===== src/rtl/sprite_fetch_scheduler_if.sv =====
// Sprite memory fetch port: request/acknowledge handshake with slot and target line.
// The scheduler drives the master side, the sprite memory the slave side.
interface sprite_fetch_scheduler_if #(
  parameter int unsigned SLOT_W = 2
) ();
  logic              req;
  logic [SLOT_W-1:0] slot;
  logic [9:0]        line;
  logic              ack;

  modport master (
    output req,
    output slot,
    output line,
    input  ack
  );

  modport slave (
    input  req,
    input  slot,
    input  line,
    output ack
  );
endinterface


===== src/rtl/sprite_fetch_scheduler.sv =====
// Per-scanline sprite prefetch: opens a fetch window at the front porch, walks enabled
// slots in order issuing one req/ack per slot, and flags lines that overrun active video.
module sprite_fetch_scheduler #(
  parameter int unsigned SLOT_W         = 2,
  parameter int unsigned H_FETCH_START  = 784,
  parameter int unsigned H_ACTIVE_START = 144,
  parameter int unsigned V_ACTIVE_START = 35,
  parameter int unsigned V_ACTIVE_END   = 514,
  parameter int unsigned V_MAX          = 524,
  localparam int unsigned NUM_SLOTS     = 2 ** SLOT_W
) (
  input  logic                     clk_i,
  input  logic                     reset_i,
  input  logic [9:0]               pixel_x_i,
  input  logic [9:0]               pixel_y_i,
  input  logic [NUM_SLOTS-1:0]     slot_en_i,
  sprite_fetch_scheduler_if.master mem_if,
  output logic [NUM_SLOTS-1:0]     fetch_valid_o,
  output logic                     busy_o,
  output logic                     line_done_o,
  output logic                     line_overrun_o,
  output logic                     frame_tick_o
);

  typedef enum logic [1:0] {
    StIdle,
    StScan,
    StReq
  } state_e;

  localparam logic [SLOT_W:0] IdxOne  = (SLOT_W + 1)'(1);
  localparam logic [SLOT_W:0] IdxLast = (SLOT_W + 1)'(NUM_SLOTS);

  state_e                 state_q, state_d;
  logic [SLOT_W:0]        idx_q, idx_d;
  logic [NUM_SLOTS-1:0]   pending_q, pending_d;
  logic                   deadline_q, deadline_d;
  logic                   req_q, req_d;
  logic [SLOT_W-1:0]      slot_q, slot_d;
  logic [9:0]             line_q, line_d;
  logic [NUM_SLOTS-1:0]   fetch_valid_q, fetch_valid_d;
  logic                   busy_q, busy_d;
  logic                   line_done_q, line_done_d;
  logic                   line_overrun_q, line_overrun_d;
  logic                   frame_tick_q, frame_tick_d;

  logic                   trigger;
  logic                   at_deadline;
  logic [9:0]             target;
  logic                   target_active;
  logic [SLOT_W-1:0]      idx_lo;

  assign trigger     = (pixel_x_i == 10'(H_FETCH_START));
  assign at_deadline = (pixel_x_i == 10'(H_ACTIVE_START));
  assign idx_lo      = idx_q[SLOT_W-1:0];

  // Wrap from the last frame line to line 0 explicitly rather than by counter overflow.
  assign target        = (pixel_y_i == 10'(V_MAX)) ? 10'd0 : pixel_y_i + 10'd1;
  assign target_active = (target >= 10'(V_ACTIVE_START)) && (target <= 10'(V_ACTIVE_END));

  always_comb begin
    state_d        = state_q;
    idx_d          = idx_q;
    pending_d      = pending_q;
    deadline_d     = deadline_q;
    req_d          = req_q;
    slot_d         = slot_q;
    line_d         = line_q;
    fetch_valid_d  = fetch_valid_q;
    line_done_d    = 1'b0;
    line_overrun_d = 1'b0;
    frame_tick_d   = (pixel_x_i == 10'd0) && (pixel_y_i == 10'(V_ACTIVE_END + 1));

    if (busy_q && at_deadline) begin
      deadline_d = 1'b1;
    end

    case (state_q)
      StIdle: begin
        if (trigger) begin
          fetch_valid_d = '0;
          if (target_active) begin
            line_d    = target;
            pending_d = slot_en_i;
            idx_d     = '0;
            state_d   = StScan;
          end
        end
      end

      StScan: begin
        // A new window opening while still busy means this line can no longer finish in time.
        if (trigger) begin
          deadline_d = 1'b1;
        end
        if (deadline_q) begin
          state_d        = StIdle;
          line_overrun_d = 1'b1;
        end else if (idx_q == IdxLast) begin
          state_d     = StIdle;
          line_done_d = 1'b1;
        end else if (pending_q[idx_lo]) begin
          slot_d  = idx_lo;
          req_d   = 1'b1;
          state_d = StReq;
        end else begin
          idx_d = idx_q + IdxOne;
        end
      end

      StReq: begin
        if (trigger) begin
          deadline_d = 1'b1;
        end
        // An outstanding request always completes; the deadline is acted on in the next scan.
        if (mem_if.ack) begin
          req_d                 = 1'b0;
          fetch_valid_d[idx_lo] = 1'b1;
          idx_d                 = idx_q + IdxOne;
          state_d               = StScan;
        end
      end

      default: begin
        state_d = StIdle;
        req_d   = 1'b0;
      end
    endcase

    if (state_d == StIdle) begin
      deadline_d = 1'b0;
    end
    busy_d = (state_d != StIdle);
  end

  always_ff @(posedge clk_i) begin
    if (reset_i) begin
      state_q        <= StIdle;
      idx_q          <= '0;
      pending_q      <= '0;
      deadline_q     <= 1'b0;
      req_q          <= 1'b0;
      slot_q         <= '0;
      line_q         <= '0;
      fetch_valid_q  <= '0;
      busy_q         <= 1'b0;
      line_done_q    <= 1'b0;
      line_overrun_q <= 1'b0;
      frame_tick_q   <= 1'b0;
    end else begin
      state_q        <= state_d;
      idx_q          <= idx_d;
      pending_q      <= pending_d;
      deadline_q     <= deadline_d;
      req_q          <= req_d;
      slot_q         <= slot_d;
      line_q         <= line_d;
      fetch_valid_q  <= fetch_valid_d;
      busy_q         <= busy_d;
      line_done_q    <= line_done_d;
      line_overrun_q <= line_overrun_d;
      frame_tick_q   <= frame_tick_d;
    end
  end

  assign mem_if.req     = req_q;
  assign mem_if.slot    = slot_q;
  assign mem_if.line    = line_q;
  assign fetch_valid_o  = fetch_valid_q;
  assign busy_o         = busy_q;
  assign line_done_o    = line_done_q;
  assign line_overrun_o = line_overrun_q;
  assign frame_tick_o   = frame_tick_q;

endmodule


===== src/flat_wrapper.sv =====
// flat-port wrapper written by rule: the top's interface ports become plain ports
module sprite_fetch_scheduler_flat 
#(
  parameter int unsigned SLOT_W         = 2,
  parameter int unsigned H_FETCH_START  = 784,
  parameter int unsigned H_ACTIVE_START = 144,
  parameter int unsigned V_ACTIVE_START = 35,
  parameter int unsigned V_ACTIVE_END   = 514,
  parameter int unsigned V_MAX          = 524,
  localparam int unsigned NUM_SLOTS     = 2 ** SLOT_W
)
  (clk_i, reset_i, pixel_x_i, pixel_y_i, slot_en_i, fetch_valid_o, busy_o, line_done_o, line_overrun_o, frame_tick_o, mem_if_req, mem_if_slot, mem_if_line, mem_if_ack);
  sprite_fetch_scheduler_if #(.SLOT_W(SLOT_W)) mem_if_i ();
  input  logic clk_i;
  input  logic reset_i;
  input  logic [9:0] pixel_x_i;
  input  logic [9:0] pixel_y_i;
  input  logic [NUM_SLOTS-1:0] slot_en_i;
  output logic [NUM_SLOTS-1:0] fetch_valid_o;
  output logic busy_o;
  output logic line_done_o;
  output logic line_overrun_o;
  output logic frame_tick_o;
  output wire logic [$bits(mem_if_i.req)-1:0] mem_if_req;
  output wire logic [$bits(mem_if_i.slot)-1:0] mem_if_slot;
  output wire logic [$bits(mem_if_i.line)-1:0] mem_if_line;
  input wire logic [$bits(mem_if_i.ack)-1:0] mem_if_ack;
  assign mem_if_req = mem_if_i.req;
  assign mem_if_slot = mem_if_i.slot;
  assign mem_if_line = mem_if_i.line;
  assign mem_if_i.ack = mem_if_ack;
  sprite_fetch_scheduler #(.SLOT_W(SLOT_W), .H_FETCH_START(H_FETCH_START), .H_ACTIVE_START(H_ACTIVE_START), .V_ACTIVE_START(V_ACTIVE_START), .V_ACTIVE_END(V_ACTIVE_END), .V_MAX(V_MAX)) u_core (.clk_i(clk_i), .reset_i(reset_i), .pixel_x_i(pixel_x_i), .pixel_y_i(pixel_y_i), .slot_en_i(slot_en_i), .mem_if(mem_if_i), .fetch_valid_o(fetch_valid_o), .busy_o(busy_o), .line_done_o(line_done_o), .line_overrun_o(line_overrun_o), .frame_tick_o(frame_tick_o));
endmodule

===== config.mk =====
export PLATFORM = sky130hd
export DESIGN_NAME = sprite_fetch_scheduler_flat
export DESIGN_NICKNAME = d
export VERILOG_FILES = /design/src/rtl/sprite_fetch_scheduler_if.sv /design/src/rtl/sprite_fetch_scheduler.sv /design/src/flat_wrapper.sv
export SDC_FILE = /design/constraint.sdc
export NUM_CORES = 1
export LEC_CHECK = 0
export BUFFER_PORTS_ARGS = -buffer_cell sky130_fd_sc_hd__clkbuf_2
export CORE_MARGIN = 3
export CORE_UTILIZATION = 41
export CTS_BUF_LIST = sky130_fd_sc_hd__clkbuf_16
export CTS_CLUSTER_SIZE = 8
export DETAILED_ROUTE_END_ITERATION = 8
export PLACE_DENSITY = 0.79
export SYNTH_ARGS = -nofsm -noshare
export SYNTH_HDL_FRONTEND = slang
export SYNTH_SLANG_ARGS = --single-unit

===== constraint.sdc =====
create_clock -name clk_i -period 2.76 [get_ports clk_i]
set_input_delay 0.552 -clock clk_i [delete_from_list [all_inputs] [get_ports clk_i]]
set_output_delay 0.552 -clock clk_i [all_outputs]
set_load 0.03 [all_outputs]

### Word level (Yosys, flattened, before mapping)

Cells that the tools add are included.

| storage, ports and cells | value |
|---|---|
| bits in registers | 31 |
| latch bits | 0 |
| bits in writable memories | 0 |
| bits in read-only memories | 0 |
| input bits | 27 |
| output and inout bits | 21 |
| word-level logic and storage cells | 88 |
| memories kept | 0 |

| cells by class | value |
|---|---|
| add/sub/neg operators | 2 |
| $mul | 0 |
| div/mod/pow operators | 0 |
| magnitude comparators | 4 |
| equality and inequality tests | 14 |
| shift operators | 0 |
| muxes and demuxes | 32 |
| bitwise logic cells | 5 |
| reduce and logical (&&, ||, !) cells | 19 |

Operator list:

| kind | count |
|---|---|
| 10-bit equality test, second input constant | 3 |
| 3-bit two-way mux | 6 |
| 2-bit two-way mux | 6 |
| 1-bit two-way mux | 11 |
| 10-bit by 1-bit adder with 10-bit output, second input constant | 1 |
| 10-bit by 8-bit equality test with 1-bit output, second input constant | 1 |
| 10-bit by 6-bit >= comparator with 1-bit output, second input constant | 1 |
| 10-bit <= comparator, second input constant | 1 |
| 10-bit zero test | 1 |
| 10-bit two-way mux | 1 |
| 3-bit one-hot mux with 3 select lines | 1 |
| 4-bit two-way mux | 2 |
| 2-bit != test, second input constant | 4 |
| 4-bit one-hot mux with 2 select lines | 1 |
| 7-bit AND reduction | 1 |
| 2-bit by 1-bit != test with 1-bit output, second input constant | 3 |
| 2-bit one-hot mux with 3 select lines | 1 |
| 3-bit AND reduction | 2 |
| 2-bit OR reduction | 3 |
| 5-bit AND reduction | 1 |
| 1-bit logical AND | 4 |
| 2-bit zero test | 2 |
| 1-bit inverter | 4 |
| 4-bit bitwise OR | 1 |
| other kinds (13) | 14 |

### Depth between registers and ports, before layout

Gate-level depths: netlist of run 1.

| logic depth | value |
|---|---|
| depth in word-level cells | 9 |
| depth in mapped cells | 10 |
| depth with buffers taken out | 9 |

### Worst setup path after synthesis of run 1

OpenSTA, ideal clock, no wires.

| path | value |
|---|---|
| kind | input port to flip-flop |
| start | input pixel_y_i[4] |
| end | register u_core.line_q[1], in the netlist u_core.mem_if.line[1] |
| library setup time | 128 ps |
| data arrival time | 2639 ps |
| required time | 2632 ps |
| slack | -7 ps |
| stages on the path | 9 |
| path buffers | 2 |
| cell sequence | buf_2 -> or4b_4 -> nor4_4 -> a41oi_1 -> a211o_1 -> a211oi_2 -> buf_4 -> mux2i_1 -> nor2_1 |

| between the ends | value |
|---|---|
| longest elaborated chain between the ends | 5 |
| elaborated cells on any way between the ends | 7 |
| those cells by class | 1 x add/sub; 2 x order compare; 1 x eq/ne; 1 x mux; 2 x reduce/logical |

RTL lines:

| what | line | RTL |
|---|---|---|
| start, declared | flat_wrapper.sv:17 | `input logic [9:0] pixel_y_i;` |
| 10-bit by 1-bit adder with 10-bit output or 10-bit equality test (tied branches) | sprite_fetch_scheduler.sv:58 | `assign target = (pixel_y_i == 10'(V_MAX)) ? 10'd0 : pixel_y_i + 10'd1;` |
| 10-bit two-way mux (*) | sprite_fetch_scheduler.sv:58 |  |
| 10-bit by 6-bit >= comparator with 1-bit output or 10-bit <= comparator (tied branches) | sprite_fetch_scheduler.sv:59 | `assign target_active = (target >= 10'(V_ACTIVE_START)) && (target <= 10'(V_ACTIVE_END));` |
| 1-bit logical AND | sprite_fetch_scheduler.sv:59 |  |
| 3-bit AND reduction (no line) | n/a |  |
| end signal, assigned | sprite_fetch_scheduler.sv:157 | `line_q <= line_d;` |
| end, declared | sprite_fetch_scheduler.sv:40 | `logic [9:0] line_q, line_d;` |

Every way passes the cells marked *; elsewhere a longest branch is shown, timed or not.
A chain may end at the register's enable or synchronous reset.

### Worst setup path after layout of run 1

| path | value |
|---|---|
| start | input pixel_y_i[4] |
| end | register u_core.pending_q[1] |

| between the ends | value |
|---|---|
| longest elaborated chain between the ends | 5 |
| elaborated cells on any way between the ends | 7 |
| those cells by class | 1 x add/sub; 2 x order compare; 1 x eq/ne; 1 x mux; 2 x reduce/logical |

RTL lines:

| what | line | RTL |
|---|---|---|
| 10-bit by 1-bit adder with 10-bit output or 10-bit equality test (tied branches) | sprite_fetch_scheduler.sv:58 |  |
| 10-bit two-way mux (*) | sprite_fetch_scheduler.sv:58 |  |
| 10-bit by 6-bit >= comparator with 1-bit output or 10-bit <= comparator (tied branches) | sprite_fetch_scheduler.sv:59 |  |
| 1-bit logical AND (*) | sprite_fetch_scheduler.sv:59 |  |
| 3-bit AND reduction (no line) (*) | n/a |  |
| end signal, assigned | sprite_fetch_scheduler.sv:153 | `pending_q <= pending_d;` |
| end, declared | sprite_fetch_scheduler.sv:36 | `logic [NUM_SLOTS-1:0] pending_q, pending_d;` |

Marked as above.

==> results of run 1 <==
[stage by stage]
step	area, um^2	hold WS (ns)	setup TNS (ns)	cells
after floorplan	1838	0.4330	0	221
after global placement	2200	0.4581	0	323
after detailed placement	2200	0.4622	-0.3221	323
after CTS	2389	0.4447	0	331
after global routing	2389	0.4582	0	331
final	2389	0.4487	0	331
[area by class of cell]
class | count | area (um^2) | area share (%)
multi-input combinational | 170 | 1127 | 47.20
sequential | 31 | 620.6 | 25.98
timing repair buffer | 63 | 355.3 | 14.88
clock buffer | 5 | 125.1 | 5.238
clock inverter | 3 | 63.81 | 2.672
tap | 50 | 62.56 | 2.619
inverter | 9 | 33.78 | 1.414
[kinds of logic (layout without fill, tap and decap cells)]
kind of cell               count (synthesis)  in the layout  share of synthesized area (%)
AOI/OAI and AO/OA                         56             56                          20.10
xor gates and xnor gates                   6              6                          2.881
and+or+nand+nor                           90             90                          26.20
adders and majority gates                 12             12                          8.230
buffers and inverters                     20             80                          4.595
DFF                                       31             31                          34.02
muxes                                      6              6                          3.978
[cell usage in the layout, fill, tap and decap left out, types with 3 or more instances in the layout]
master     count
nor3_1         4
nor2_1        30
mux2i_1        5
nand3_1       14
xor2_1         3
clkbuf_2      47
clkbuf_16      5
dfxtp_1       31
ha_1          12
xnor2_1        3
a21oi_1       22
a211o_1        3
nand2_1       11
nor2b_1        3
nand2b_1       8
buf_4         16
a211oi_2       4
o21ai_0       12
nor4_1         3
inv_1         10
nand4_1        3
[path summary, 6_finish.rpt]
kind / start / to / slack, ns
setup reg to reg: u_core.idx_q[0]$_SDFFE_PP0P_ / u_core.idx_q[1]$_SDFFE_PP0P_ / 0.63
hold / removal: pixel_x_i[5] / u_core.frame_tick_o$_SDFF_PP0_ / 0.45
setup / recovery: pixel_y_i[4] / u_core.pending_q[1]$_SDFFE_PP0P_ / 0.17
hold reg to reg: u_core.deadline_q$_SDFF_PP0_ / u_core.line_done_o$_SDFF_PP0_ / 0.47
[sequential cells by signal, indices dropped and copies added (netlist names)]
signal and flops:
u_core.mem_if.line 10, u_core.idx_q 3, u_core.pending_q 4, u_core.line_done_o 1, u_core.state_q 2, u_core.fetch_valid_o 4, u_core.line_overrun_o 1, u_core.mem_if.slot 2
u_core.mem_if.req 1, u_core.busy_o 1, u_core.frame_tick_o 1, u_core.deadline_q 1
[worst max-delay path: cells and delay by family]
family          cells  cell delay, ns
compound gates      3            0.95
mux                 1            0.21
simple gates        3            0.54
buf+inv             3            0.50
[per-layer routing]
metal  global-route usage, %  up-vias
li1                        -      916
met1                   20.61      817
met2                   28.66       56
met3                   5.234        9
met4                   7.377        0
met5                       0        -
[power groups by stage]
| stage | Sequential, mW | Clock, mW | Combinational [mW] |
|---|---|---|---|
| 2_1_floorplan | 0.458 | 0 | 0.0473 |
| 6_report | 0.448 | 0.703 | 0.0889 |
| 4_1_cts | 0.448 | 0.713 | 0.0884 |
| 3_3_place_gp | 0.458 | 0 | 0.0866 |
| 5_1_grt | 0.448 | 0.734 | 0.0977 |
| 3_5_place_dp | 0.458 | 0 | 0.0877 |
==> flow_summary.ini, run 1 <==
[run_status]
status = finished, final reports clean

[logic_synthesis]
async_reset_ff_share_pct = 0
ys_types = 46
ys_seq_area_share_pct = 34.02
synth_top_flop_cell = dfxtp_1
syn_inst = 221
ys_ff_latch = 31
syn_nets = 260
synth_top_cells_by_count = dfxtp_1, nor2_1, a21oi_1
synth.largest_area_cell = dfxtp_1
netlist_area_um2 = 1824
synth_area_per_cell_um2 = 8.255
synth_enable_flop_cells = 0
netlist.area_leader.share_pct = 34.02
ys_top_cells_by_area = dfxtp_1, ha_1, nor2_1
yosys_warnings = 0
yosysMostFrequentCell = dfxtp_1

[cts]
cts_resized = 0
cts_buffers = 5
clkTransAtPathRegs_ns = 0.05
postCtsSetupRepairBufs = 0
cts_max_level = 2
clk_path_buf_depth = 2
insertion_delay_ns = 0.28
cts_sinks = 31
cts_tree = done
cts_hold_buf = 0
cts_root_buf = clkbuf_16

[finish]
fill_cells = 379
final_util_pct = 57.64
diodes = 0
syn_to_final_growth_pct = 30.93
nets = 319
drive_above_1_share_pct = 28.11

[worst_hold_path]
hp-class = input pin to flop
min_path_cells = 2

[sta]
min_period_ns = 2.595
worst_slack_ns = 0.1651
post-route-period-util_pct = 94.02
maxSlewHeadroom_pct = 62.81
clock-skew-final_ns = 0.007640
rsz0062_at_grt = no
worst_pin_slew_ns = 0.5578
clock.fmax_mhz = 385.4
hold_viol = 0
setup_viol = 0
maxSlewViolCount = 0

[drt]
dr_wl_met3_um = 283
routed_wl_um = 4363
dr_wl_met2_um = 2019
drtAntennaViolNets = 0
wl_per_cell_um = 13.18
drt-met1-wl_um = 1976
first_iter_violations = 92
vias = 1798
vias_per_cell = 5.432
drc = 0
first_pass_iters = 4
routed.top_layer = met4

[floorplan]
coreArea_um2 = 4144
rows = 23
initial_utilization_pct = 44.02
die_w_um = 72.71
ios = 48
die_h_um = 72.71
dieArea_um2 = 5286

[power]
p_leak_nw = 1.007
p_clk_share_pct = 56.7
p_switching_mw = 0.2414
combPwrFrac_pct = 7.2
power-per-cell-area_nw_per_um2 = 519.4
power.total_mw = 1.241
sw_frac_of_total_pct = 19.46
ir_drop_uv = 341.1
seqPwrFrac_pct = 36.1
p_int_mw = 0.9992

[setup_path]
crit_path_frequent_cell = buf_4
critPathKind = input pin to flop
cp_slowest_cell = a222oi_1
start_kind = input pin
crit_fanout = 11
endpoint_kind = flop
crit_chain = clkbuf_2 > buf_4 > nand3_1 > or3_1 > a222oi_1 > a211oi_1 > a211oi_2 > buf_4 > mux2i_1 > nor2_1
arrival_ns = 2.74
cp.required_ns = 2.90
max_stage_delay_ns = 0.47
r2r_cells = 7

[placement]
pre_cts_slack_ns = -0.07628
dp_hpwl_um = 3322
gp_congestion = 0.8384
port_buffers = 47

[run]
drv_cap = 0

[global_routing]
grt_max_degree = 28
grt_overflow = 0
grt_pass1_wl_um = 7044
track_usage_pct = 17.27
grt_pass1_vias = 1593
antenna_found_initial = 0
(Power assumes the default switching activity.)
==> run 2, diff against run 1 <==
Settings changed: PLACE_DENSITY 0.79 to 0.7.
Clock period 2.76 ns to 2.3 ns, I/O delays scaled along.
==> flow_summary.ini, run 2 (synthesis results as in run 1) <==
[worst_hold_path]
worstHoldStart = pixel_x_i[5]
hp-class = input pin to flop

[placement]
place_area_um2 = 2377
port_buffers = 47
pre_cts_slack_ns = -0.4153
gp_congestion = 0.8954
dp_hpwl_um = 3498

[cts]
insertion_delay_ns = 0.27
cts_max_level = 2
cts_sinks = 31
cts_root_buf = clkbuf_16
clkTransAtPathRegs_ns = 0.05
cts_tree = done
clk_path_buf_depth = 2
cts_buffers = 5

[global_routing]
grt_pass1_wl_um = 7583
track_usage_pct = 17.80
grt_max_degree = 28
grt_overflow = 0
antenna_found_initial = 0
grt_pass1_vias = 1757

[sta]
setup_viol = 14
worst_pin_slew_ns = 0.6329
min_period_ns = 2.396
maxSlewViolCount = 0
tns_ns = -0.8878
clock-skew-final_ns = 0.002592
rsz0062_at_grt = yes
worst_slack_ns = -0.09564
maxSlewHeadroom_pct = 57.65
hold_viol = 0
post-route-period-util_pct = 104.2
clock.fmax_mhz = 417.4

[setup_path]
cp.required_ns = 2.44
arrival_ns = 2.53
worstSetupStartpoint = pixel_y_i[7]
critPathKind = input pin to flop
endpoint_kind = flop
crit_fanout = 10
reg2reg_from = u_core.idx_q[0]$_SDFFE_PP0P_
start_kind = input pin

[finish]
final_common_cell = clkbuf_2
syn_to_final_growth_pct = 48.08
diodes = 0
largest_reg_flops = 10
drive_above_1_share_pct = 39.94
postLayoutCellArea_um2 = 2701
final_cell_mix = clkbuf_2, buf_4, nor2_1, dfxtp_1, a21oi_1
nets = 346

[drt]
first_iter_violations = 165
wl_per_cell_um = 13.01
routed_wl_um = 4657
drtAntennaViolNets = 0
first_pass_iters = 4
vias = 1904
vias_per_cell = 5.318
drc = 0

[run_status]
violations = negative setup slack
status = finished, violations left

[floorplan]
coreArea_um2 = 4144
initial_utilization_pct = 44.02
ios = 48
dieArea_um2 = 5286
rows = 23
die_h_um = 72.71
die_w_um = 72.71

[run]
drv_cap = 0

[power]
p_leak_nw = 1.145
ir_drop_uv = 487.2
power-per-cell-area_nw_per_um2 = 478.2
power.total_mw = 1.292
==> run 2: changes by cell type in the layout (fill, tap and decap cells not counted), moves of 3 or more <==
| cell | before | now |
|---|---|---|
| nand3_2 | 0 | 3 |
| o21ai_1 | 0 | 4 |
| buf_4 | 16 | 39 |
| a21oi_1 | 22 | 19 |
| o21ai_0 | 12 | 6 |
| nand3_1 | 14 | 9 |
| buf_6 | 0 | 3 |
==> run 2: cell type report <==
cell class	instances	area, um^2
fillers	349	1443
multi-input cells	170	1249
flip-flops and latches	31	621.8
repair buffers	90	596.8
clock buffers	5	125.1
well taps	50	62.56
inverters	9	33.78
clock inverters	3	12.51
==> run 2: worst paths after layout <==
check,endpoint,slack (ns),cells past startpoint
hold reg to reg,u_core.mem_if.line[2]$_SDFFE_PP0P_,0.47,2
setup / recovery,u_core.pending_q[1]$_SDFFE_PP0P_,-0.1,9
setup reg to reg,u_core.idx_q[2]$_SDFFE_PP0P_,0.19,7
hold / removal,u_core.frame_tick_o$_SDFF_PP0_,0.36,2
==> run 2: per-stage QoR <==
step	hold WS [ns]	util (%)	cells
after floorplan	0.4330	-	221
after global placement	0.4525	57.37	345
after detailed placement	0.4631	57.37	345
after CTS	0.3554	61.32	353
after global routing	0.3660	65.19	358
final	0.3621	65.19	358
==> run 2: routing by layer <==
metal  global-route usage (%)  wire length, um
met5                        0                0
met1                    23.62             2164
met3                    3.444              251
met4                    4.918               18
met2                    29.46             2223
==> run 2: worst max-delay path, cell delays in order <==
cell      delay [ns]
buf_6           0.09
or4b_4          0.54
nor4_4          0.26
a41oi_2         0.07
a211o_1         0.36
a211oi_4        0.34
buf_12          0.17
mux2i_1         0.18
nor2_1          0.05
==> run 2: what timing repair did <==
item,4_1_cts,5_1_grt
setup buffers,0,5
pin swaps,4,8
gates resized for setup,5,28
hold buffers,0,0
cloned,0,0
endpoints found under the setup margin,19,20
==> run 2: power by group <==
| part | switching, mW | total [mW] | leakage (nW) | internal (mW) |
|---|---|---|---|---|
| sequential | 0.0000885 | 0.538 | 0.250 | 0.538 |
| combinational | 0.0755 | 0.150 | 0.819 | 0.0745 |
| clock | 0.214 | 0.604 | 0.0762 | 0.390 |
| total | 0.290 | 1.29 | 1.15 | 1.00 |
==> run 3, diff against run 2 <==
Settings changed: CTS_BUF_LIST sky130_fd_sc_hd__clkbuf_16 to sky130_fd_sc_hd__clkbuf_8 sky130_fd_sc_hd__clkbuf_16, PLACE_DENSITY 0.7 to 0.68.
Clock period 2.3 ns to 2.9 ns, I/O delays scaled along.
==> flow_summary.ini, run 3 (synthesis results as in run 1) <==
[sta]
worst_pin_slew_ns = 0.5850
min_period_ns = 2.628
clock-skew-final_ns = 0.008099
post-route-period-util_pct = 90.60
clock.fmax_mhz = 380.6
maxSlewHeadroom_pct = 61.00
rsz0062_at_grt = no
hold_viol = 0
setup_viol = 0
tns_ns = 0
maxSlewViolCount = 0

[finish]
multi_input_area_um2 = 1120
final_common_cell = clkbuf_2
fill_cells = 402
diodes = 0
drive_above_1_share_pct = 27.08
syn_to_final_growth_pct = 24.97
nets = 315
final_cell_mix = clkbuf_2, dfxtp_1, nor2_1
register_area_um2 = 620.6
largest_reg_flops = 10

[cts]
postCtsSetupRepairBufs = 0
clk_path_buf_depth = 2
insertion_delay_ns = 0.29
cts_hold_buf = 0
cts_sinks = 31
cts_resized = 0
cts_buffers = 5
cts_max_level = 2
cts_tree = done
cts_root_buf = clkbuf_8
clkTransAtPathRegs_ns = 0.06

[worst_hold_path]
worstHoldStart = pixel_x_i[5]
hp-class = input pin to flop

[global_routing]
grt_pass1_vias = 1594
grt_overflow = 0
track_usage_pct = 16.81
grt_max_degree = 28
antenna_found_initial = 0
grt_pass1_wl_um = 7044

[drt]
wl_per_cell_um = 13.08
drc = 0
routed_wl_um = 4276
vias = 1735
drtAntennaViolNets = 0
first_pass_iters = 4
vias_per_cell = 5.306
first_iter_violations = 96

[floorplan]
die_w_um = 72.71
rows = 23
coreArea_um2 = 4144
initial_utilization_pct = 44.02
ios = 48
die_h_um = 72.71
dieArea_um2 = 5286

[power]
ir_drop_uv = 271.0
power-per-cell-area_nw_per_um2 = 418.1
power.total_mw = 0.9532
p_leak_nw = 0.9530

[placement]
gp_congestion = 0.8467
port_buffers = 47
dp_hpwl_um = 3221

[setup_path]
arrival_ns = 2.78
reg2reg_from = u_core.idx_q[0]$_SDFFE_PP0P_
crit_fanout = 10
worstSetupStartpoint = pixel_y_i[4]
critPathKind = input pin to flop
start_kind = input pin
endpoint_kind = flop
cp.required_ns = 3.05

[run]
drv_cap = 0

[run_status]
status = finished, final reports clean
[run 3: metal layers]
| metal | vias to the layer above | track usage (%) | share of wire (%) |
|---|---|---|---|
| met2 | 45 | 26.15 | 44 |
| met4 | 0 | 4.918 | 0.54 |
| met1 | 785 | 22.25 | 49 |
| met5 | - | 0 | 0 |
| li1 | 903 | - | - |
| met3 | 2 | 5.372 | 6.7 |
[run 3: path summary, 6_finish.rpt]
path / slack [ns] / to / cells after the start
max: 0.27 / u_core.pending_q[0]$_SDFFE_PP0P_ / 9
min: 0.47 / u_core.frame_tick_o$_SDFF_PP0_ / 2
max reg2reg: 0.70 / u_core.idx_q[1]$_SDFFE_PP0P_ / 7
min reg2reg: 0.47 / u_core.fetch_valid_o[3]$_SDFFE_PP0P_ / 2
[run 3: worst max-delay path: stages]
cell	delay [ns]
clkbuf_2	0.12
or4b_4	0.54
nor4_4	0.28
a41oi_1	0.11
a211o_1	0.36
a211oi_2	0.28
buf_4	0.25
mux2i_1	0.21
nor2_1	0.05
[run 3: final cells by class]
class	count	share of cell area, %
Clock buffer	6	3.622
Timing Repair Buffer	59	14.27
Multi-Input combinational cell	170	49.12
Tap cell	50	2.744
Sequential cell	31	27.22
Clock inverter	2	1.537
Inverter	9	1.482
[run 3: per-stage QoR]
step / instance area [um^2] / util [%] / cells / hold WS (ns) / setup slack, ns
floorplan: 1824 / - / 221 / 0.4330 / 0.1050
global placement: 2162 / 52.17 / 319 / 0.4523 / 0.04284
detailed placement: 2162 / 52.17 / 319 / 0.4644 / -0.02242
CTS: 2280 / 55.01 / 327 / 0.4599 / 0.2549
global route: 2280 / 55.01 / 327 / 0.4755 / 0.06340
finish: 2280 / 55.01 / 327 / 0.4653 / 0.2725
[run 3: report_power, final]
part / switching [mW] / internal (mW) / leakage, nW
Clock: 0.167 / 0.278 / 0.0612
Combinational: 0.0474 / 0.0347 / 0.642
Sequential: 0.0000671 / 0.426 / 0.250
Total: 0.215 / 0.738 / 0.953
